==> config.mk <==
export PLATFORM = sky130hd
export DESIGN_NAME = alu_share_arbiter
export DESIGN_NICKNAME = d
export VERILOG_FILES = /design/src/rtl/alu_share_arbiter.sv
export SDC_FILE = /design/constraint.sdc
export NUM_CORES = 1
export LEC_CHECK = 0
export CORE_MARGIN = 8
export CORE_UTILIZATION = 38
export CTS_BUF_LIST = sky130_fd_sc_hd__clkbuf_4
export CTS_CLUSTER_DIAMETER = 60
export DETAILED_ROUTE_END_ITERATION = 16
export GPL_TIMING_DRIVEN = 0
export PLACE_DENSITY = 0.93
export SKIP_CTS_REPAIR_TIMING = 1
export SLEW_MARGIN = 20
export SYNTH_ARGS = -nofsm -noshare
export SYNTH_HDL_FRONTEND = slang
export SYNTH_SLANG_ARGS = --single-unit
==> constraint.sdc <==
create_clock -name clk -period 1.5 [get_ports clk]
set_input_delay 0.3 -clock clk [delete_from_list [all_inputs] [get_ports clk]]
set_output_delay 0.3 -clock clk [all_outputs]
set_load 0.02 [all_outputs]
==> src/rtl/alu_share_arbiter.sv <==
// alu_share_arbiter
//   Shares one external combinational ALU between two requesters using
//   round-robin arbitration. An accepted request is latched into the ALU
//   operand registers. One cycle later the ALU result and flags are
//   captured. They are then returned to the granted requester through a
//   valid/ready handshake.
//
// Ports:
//   clk, rst              clock; synchronous active-low reset
//   req_valid/req_ready   per-requester request handshake (bit i = requester i)
//   req_a/req_b/req_sel   packed operands, requester i in slice i
//   alu_a/alu_b/alu_sel   registered ALU operands
//   alu_result/alu_flags  ALU outputs, flags = {carry, negative, zero}
//   rsp_valid/rsp_ready   per-requester response handshake
//   rsp_result/rsp_flags  captured result and flags of the current response
//   disp_result/disp_flags last completed result and flags, for displays
//   busy                  high whenever the controller is not idle
//   op_count              completed operations, saturating
module alu_share_arbiter #(
    parameter int WIDTH = 4,
    parameter int SEL_W = 3,
    parameter int CNT_W = 8
) (
    input  logic                 clk,
    input  logic                 rst,
    input  logic [1:0]           req_valid,
    input  logic [2*WIDTH-1:0]   req_a,
    input  logic [2*WIDTH-1:0]   req_b,
    input  logic [2*SEL_W-1:0]   req_sel,
    output logic [1:0]           req_ready,
    output logic [WIDTH-1:0]     alu_a,
    output logic [WIDTH-1:0]     alu_b,
    output logic [SEL_W-1:0]     alu_sel,
    input  logic [WIDTH-1:0]     alu_result,
    input  logic [2:0]           alu_flags,
    output logic [1:0]           rsp_valid,
    input  logic [1:0]           rsp_ready,
    output logic [WIDTH-1:0]     rsp_result,
    output logic [2:0]           rsp_flags,
    output logic [WIDTH-1:0]     disp_result,
    output logic [2:0]           disp_flags,
    output logic                 busy,
    output logic [CNT_W-1:0]     op_count
);

    typedef enum logic [1:0] {
        ST_IDLE,
        ST_EXEC,
        ST_RESP
    } state_e;

    state_e             state_q, state_d;
    logic               last_grant_q, last_grant_d;
    logic [WIDTH-1:0]   alu_a_q, alu_a_d;
    logic [WIDTH-1:0]   alu_b_q, alu_b_d;
    logic [SEL_W-1:0]   alu_sel_q, alu_sel_d;
    logic [WIDTH-1:0]   rsp_result_q, rsp_result_d;
    logic [2:0]         rsp_flags_q, rsp_flags_d;
    logic [WIDTH-1:0]   disp_result_q, disp_result_d;
    logic [2:0]         disp_flags_q, disp_flags_d;
    logic [CNT_W-1:0]   op_count_q, op_count_d;

    logic               gnt;
    logic               accept;

    always_comb begin
        // On a tie the requester not served last wins. Otherwise the only
        // valid requester wins. With no request gnt is 0 and accept stays low.
        gnt    = (req_valid == 2'b11) ? ~last_grant_q : req_valid[1];
        accept = (state_q == ST_IDLE) && req_valid[gnt];

        state_d       = state_q;
        last_grant_d  = last_grant_q;
        alu_a_d       = alu_a_q;
        alu_b_d       = alu_b_q;
        alu_sel_d     = alu_sel_q;
        rsp_result_d  = rsp_result_q;
        rsp_flags_d   = rsp_flags_q;
        disp_result_d = disp_result_q;
        disp_flags_d  = disp_flags_q;
        op_count_d    = op_count_q;

        case (state_q)
            ST_IDLE: begin
                if (accept) begin
                    alu_a_d      = gnt ? req_a[2*WIDTH-1:WIDTH]   : req_a[WIDTH-1:0];
                    alu_b_d      = gnt ? req_b[2*WIDTH-1:WIDTH]   : req_b[WIDTH-1:0];
                    alu_sel_d    = gnt ? req_sel[2*SEL_W-1:SEL_W] : req_sel[SEL_W-1:0];
                    last_grant_d = gnt;
                    state_d      = ST_EXEC;
                end
            end
            ST_EXEC: begin
                rsp_result_d  = alu_result;
                rsp_flags_d   = alu_flags;
                disp_result_d = alu_result;
                disp_flags_d  = alu_flags;
                state_d       = ST_RESP;
            end
            ST_RESP: begin
                if (rsp_ready[last_grant_q]) begin
                    if (op_count_q != '1) begin
                        op_count_d = op_count_q + CNT_W'(1);
                    end
                    state_d = ST_IDLE;
                end
            end
            default: state_d = ST_IDLE;
        endcase
    end

    always_ff @(posedge clk) begin
        if (!rst) begin
            state_q       <= ST_IDLE;
            last_grant_q  <= 1'b1;
            alu_a_q       <= '0;
            alu_b_q       <= '0;
            alu_sel_q     <= '0;
            rsp_result_q  <= '0;
            rsp_flags_q   <= '0;
            disp_result_q <= '0;
            disp_flags_q  <= '0;
            op_count_q    <= '0;
        end else begin
            state_q       <= state_d;
            last_grant_q  <= last_grant_d;
            alu_a_q       <= alu_a_d;
            alu_b_q       <= alu_b_d;
            alu_sel_q     <= alu_sel_d;
            rsp_result_q  <= rsp_result_d;
            rsp_flags_q   <= rsp_flags_d;
            disp_result_q <= disp_result_d;
            disp_flags_q  <= disp_flags_d;
            op_count_q    <= op_count_d;
        end
    end

    assign req_ready   = accept ? (gnt ? 2'b10 : 2'b01) : 2'b00;
    assign rsp_valid   = (state_q == ST_RESP) ? (last_grant_q ? 2'b10 : 2'b01) : 2'b00;
    assign busy        = (state_q != ST_IDLE);
    assign alu_a       = alu_a_q;
    assign alu_b       = alu_b_q;
    assign alu_sel     = alu_sel_q;
    assign rsp_result  = rsp_result_q;
    assign rsp_flags   = rsp_flags_q;
    assign disp_result = disp_result_q;
    assign disp_flags  = disp_flags_q;
    assign op_count    = op_count_q;

endmodule

=== After elaboration in Yosys (flattened, before gate mapping) ===
Cells that the tools add are included.

* Add/subtract/negate cells: 1
* Magnitude comparators: 2
* Equal/unequal tests: 6
* Muxes and demuxes: 15
* Bitwise gates (word level): 1
* Reduce and logical (&&, ||, !) cells: 6

{| class="wikitable"
|+ Operator list
! cell !! number
|-
| 2-to-1 mux 2 bit || 6
|-
| adder 8 x 1 -> 8 bit, second input constant || 1
|-
| 2-to-1 mux 4 bit || 2
|-
| != test 8 bit, second input constant || 1
|-
| case mux 2 bit (3 select lines) || 1
|-
| 2-to-1 mux 1 bit || 5
|-
| == test 2 bit, second input constant || 2
|-
| < comparator 1 x 2 -> 1 bit, second input constant || 2
|-
| != test 2 bit, second input constant || 2
|-
| AND reduction 2 bit || 2
|-
| 2-to-1 mux 3 bit || 1
|-
| AND reduction 3 bit || 1
|-
| == test 2 x 1 -> 1 bit, second input constant || 1
|-
| zero test 2 bit || 1
|-
| nonzero test 2 bit || 1
|-
| logical AND 1 bit || 1
|-
| inverter 1 bit || 1
|}

* Bits in registers: 29
* Input port bits: 35
* Word-level logic and storage cells: 39

=== Longest topological paths before layout ===
* Depth in word-level cells: 7
* Mapped depth: 5
* Depth with buffers taken out: 5

=== Worst setup path after synthesis ===
OpenSTA, ideal clock, no wires.

* Kind: reg2reg
* Start: register op_count_q[0] (netlist: op_count[0])
* End: register op_count_q[6] (netlist: op_count[6])
* Data arrival time: 1,438 ps
* Path slack: -10 ps
* Stages on the path, launching flop included: 6
* Clock period less this slack: 1,510 ps
* Cell sequence: dfxtp_1 -> ha_1 -> nand3_1 -> o211ai_4 -> or4_1 -> a21oi_1

* Cells in the longest elaborated chain, start to end: 2
* Elaborated cells between the ends (all ways): 3
* Those cells by class: add/sub: 1; eq/ne: 1; reduce/logical: 1

{| class="wikitable"
|+ RTL lines
! item !! RTL line !! source
|-
| start: declaration || 61 || <nowiki>logic [CNT_W-1:0] op_count_q, op_count_d;</nowiki>
|-
| start signal: assignment || 134 || <nowiki>op_count_q <= op_count_d;</nowiki>
|-
| parallel branches: the longest is 2 deep, another holds adder 8 x 1 -> 8 bit || - ||
|}

Several ways; the timed one is not identified.
A chain may end at the register's enable or synchronous reset.

=== Final worst setup path ===
* Start: input req_valid[0]
* End: output req_ready[1]

* Cells in the longest elaborated chain, start to end: 6
* Elaborated cells between the ends (all ways): 7
* Those cells by class: eq/ne: 1; mux: 5; reduce/logical: 1

{| class="wikitable"
|+ RTL lines
! item !! RTL line !! source
|-
| start: declaration || 26 || <nowiki>input logic [1:0] req_valid,</nowiki>
|-
| == test 2 bit || 69 || <nowiki>gnt = (req_valid == 2'b11) ? ~last_grant_q : req_valid[1];</nowiki>
|-
| 2-to-1 mux 1 bit || 69 ||
|-
| 2-to-1 mux 1 bit (not written as such) (2 in series) || 70 || <nowiki>accept = (state_q == ST_IDLE) && req_valid[gnt];</nowiki>
|-
| logical AND 1 bit || 70 ||
|-
| 2-to-1 mux 2 bit (*) || 138 || <nowiki>assign req_ready = accept ? (gnt ? 2'b10 : 2'b01) : 2'b00;</nowiki>
|-
| end: declaration || 30 || <nowiki>output logic [1:0] req_ready,</nowiki>
|}

Every way passes the cells marked *; elsewhere a longest branch is shown, timed or not. The select of a mux whose other input is x is not followed.

==> impl_results.rst <==
.. list-table::
   :header-rows: 1

   * - Metric
     - Value
   * - Grt ovf
     - 0
   * - Routed vias/inst
     - 5.062
   * - Iteration count of the initial detailed-routing pass
     - 5
   * - Fill count
     - between 200 and 250
   * - Violations in the final reports
     - setup timing
   * - Cell type of the slowest stage on the worst timing path
     - clkdlybuf4s50_1
   * - Worst setup slack after layout
     - -0.1529 ns
   * - Total core area
     - slightly above 3000 sq um
   * - Peak Freq
     - just over 0.6 GHz
   * - Setup-failing EPs final
     - 3
   * - Synth top area share
     - between 40% and 50%
   * - Wire length of the first global-routing pass
     - 6030 um
   * - Mean cell area of the mapped netlist
     - about 9.6 sq um
   * - Die area
     - 5322 sq um
   * - Top area cells in the synthesized netlist
     - dfxtp_1, a222oi_1, nor2_1
   * - Width of the die
     - ~73 um
   * - DR vias
     - ~1,300
   * - Number of nets with antenna violations after routing
     - 0
   * - DIE HEIGHT
     - 72.95 um
   * - Max Slew Vio Count
     - 0
   * - CP top delay family
     - buffers and inverters
   * - Kind of end point of the critical path
     - output port
   * - Total inserted antenna cells
     - 0
   * - Crit Path Class
     - input pin to output port
   * - Clk buf depth
     - 2
   * - Clock latency on the worst-skew pair
     - just over 0.3 ns
   * - Clock sinks
     - 29
   * - Reg clk slew, reported paths
     - about 0.080 ns
   * - Number of endpoints with negative hold slack in the final report
     - 0
   * - Via count of the first global-routing pass
     - ~1,300
   * - Worst min-delay path class
     - flip-flop to flip-flop
   * - Number of storage elements in the synthesis netlist
     - 29
   * - Overall fraction of global-route tracks in use
     - between 10 and 15%
   * - Pwr/cell area
     - between 800 and 900 nW/um^2
   * - Port Buffer Count
     - between 70 and 80
   * - Setup total negative slack
     - -0.1976 ns
   * - Synthesized area
     - roughly 1200 sq um
   * - Clock tree from TritonCTS
     - built
   * - CTS Root Buffer Type
     - clkbuf_4
   * - Post-layout minimum cycle time
     - about 1.7 ns
   * - Violation count after the first detailed-route iteration
     - between 100 and 150
   * - Worst slack after detailed placement
     - -0.7297 ns
   * - Peak per-stage delay on the critical path
     - ~0.5 ns
   * - Yosys top cell by area
     - dfxtp_1
   * - Run status
     - finished, violations left
   * - Effective utilization at floorplan
     - between 40% and 50%
   * - Setup repair after global routing missed its margin
     - true
   * - Crit path max fanout
     - 10
   * - Cell row count
     - 20
   * - Most frequent standard cell in the layout excluding fill and tap cells
     - dlymetal6s2s_1
   * - Total Nets Final
     - about 250
   * - Utilization of the core after routing
     - between 70% and 80%
   * - Half-perimeter wire length of the detailed placement result
     - just under 3000 um
   * - Post-synthesis net count
     - 165
   * - Largest vdd supply drop
     - 0.4393 mV
   * - Max Cap Viol
     - 0
   * - Area delta synth->final
     - 83.15%
   * - Skew final
     - ~0.011 ns
   * - Top library cells by usage in the layout, fill and taps aside
     - dlymetal6s2s_1, clkdlybuf4s50_1, dfxtp_1
   * - Worst Tran Pin Value
     - between 0.5 and 0.6 ns
   * - Overall power of the completed layout
     - about 1.9 mW
   * - Ratio of cells with drive above 1 in the final layout
     - between 20% and 30%
   * - Ordered cell list for the critical path
     - clkdlybuf4s50_1 > nand2_1 > and3_4 > buf_6 > buf_4
   * - Maximum number of pins on one net before global-route repair
     - 11
   * - Cts bufs inserted
     - 5
   * - Cell count after synthesis
     - around 130
   * - Number of levels in the clock H-tree
     - 2
   * - Drt wl/cell
     - ~16 um
   * - Critical path data arrival time
     - between 1 and 1.5 ns
   * - Sequential fraction of the synthesis area
     - between 40% and 50%
   * - Total detailed-routing wirelength
     - around 4100 um
   * - Crit share post-route
     - 110.2%
   * - Number of distinct library cell variants in the gate-level netlist after synthesis
     - 27
   * - Number of ports placed on the die boundary
     - 73
   * - Number of warnings issued by yosys
     - 0
   * - Leakage component of the power
     - between 1 and 1.5 nW
   * - Initial antenna violation count
     - 0
   * - Worst slew margin
     - approximately three fifths
   * - Number of buffer and inverter instances along the worst setup path
     - 3
   * - Post-detailed-route DRC marker count
     - 0
   * - Type of element launching the critical path
     - input pin
   * - Required time of the worst setup path
     - between 1 and 1.5 ns
   * - Final estimated routing congestion in global placement
     - approximately 0.76
==> worst reg2reg max path, cell delays in order (launching register included) <==
cell      delay [ns]
dfxtp_4         0.36
buf_4           0.14
mux2_4          0.24
o211ai_4        0.12
or4_4           0.43
a21oi_2         0.11
==> metal layers <==
layer	global-route usage (%)	vias to the layer above	wire length, um
met4	5.556	0	61
met5	0	-	0
met3	5.632	6	208
li1	-	629	-
met2	25.84	51	2187
met1	14.56	620	1653
==> registers in the layout, indices dropped and copies added (netlist names) <==
name / flops
alu_a: 4
alu_b: 4
alu_sel: 3
disp_flags: 3
disp_result: 4
last_grant_q: 1
op_count: 8
state_q: 2
==> logic make-up (layout without fill, tap and decap cells) <==
logic type | count (synthesis) | count (layout) | synth area share (%)
mux | 9 | 9 | 7.716
simple gates | 46 | 46 | 18.17
flops | 29 | 29 | 47.11
buf+inv | 16 | 101 | 7.208
xor+xnor | 2 | 2 | 1.422
compound gates | 26 | 26 | 17.36
fa+ha+maj | 1 | 1 | 1.015
==> metrics by stage <==
step / hold slack, ns / instance area [sq um] / instances
2_1_floorplan: 0.3619 / 1237 / 129
3_3_place_gp: 0.4772 / 2013 / 245
3_5_place_dp: 0.4923 / 2013 / 245
4_1_cts: 0.5074 / 2063 / 253
5_1_grt: 0.5310 / 2257 / 258
6_report: 0.4999 / 2257 / 258
==> power breakdown <==
| group | leakage [nW] | switching [mW] | total [mW] | internal (mW) |
|---|---|---|---|---|
| clock network | 0.0300 | 0.263 | 0.432 | 0.169 |
| registers | 0.240 | 0.0365 | 0.860 | 0.823 |
| logic | 1.19 | 0.258 | 0.569 | 0.311 |
| total | 1.46 | 0.557 | 1.86 | 1.30 |
==> area by class of cell <==
cell class | count | area (sq um) | area share, %
timing repair buffer | 77 | 838.3 | 37.14
buffer | 13 | 97.59 | 4.324
clock buffer | 5 | 37.54 | 1.663
inverter | 3 | 11.26 | 0.4989
sequential | 29 | 594.3 | 26.33
clock inverter | 3 | 12.51 | 0.5543
multi-input combinational | 84 | 610.6 | 27.05
tap | 44 | 55.05 | 2.439
==> cells in the mapped netlist, drive strengths merged <==
library cell  number
a21oi              6
ha                 1
xor2               2
nand4              1
o21ai              6
and3               3
clkbuf             4
inv                2
clkinv             1
a222oi            11
or4                1
o211ai             1
and2               2
o2111ai            1
and2b              1
mux2i              8
mux2               1
or3                4
nand3              3
nor2              24
nand2              4
dfxtp             29
o31ai              1
buf                9
nand2b             3
==> final timing paths <==
kind                              end  slack, ns  depth (start not counted)                      start
max reg2reg  op_count[6]$_SDFFE_PN0P_       0.03                          5  last_grant_q$_SDFFE_PN1P_
min             alu_a[0]$_SDFFE_PN0P_       0.50                          2      alu_a[0]$_SDFFE_PN0P_
max                      req_ready[1]      -0.15                          5               req_valid[0]
min reg2reg     alu_a[0]$_SDFFE_PN0P_       0.50                          2      alu_a[0]$_SDFFE_PN0P_
(Power assumes the default switching activity.)
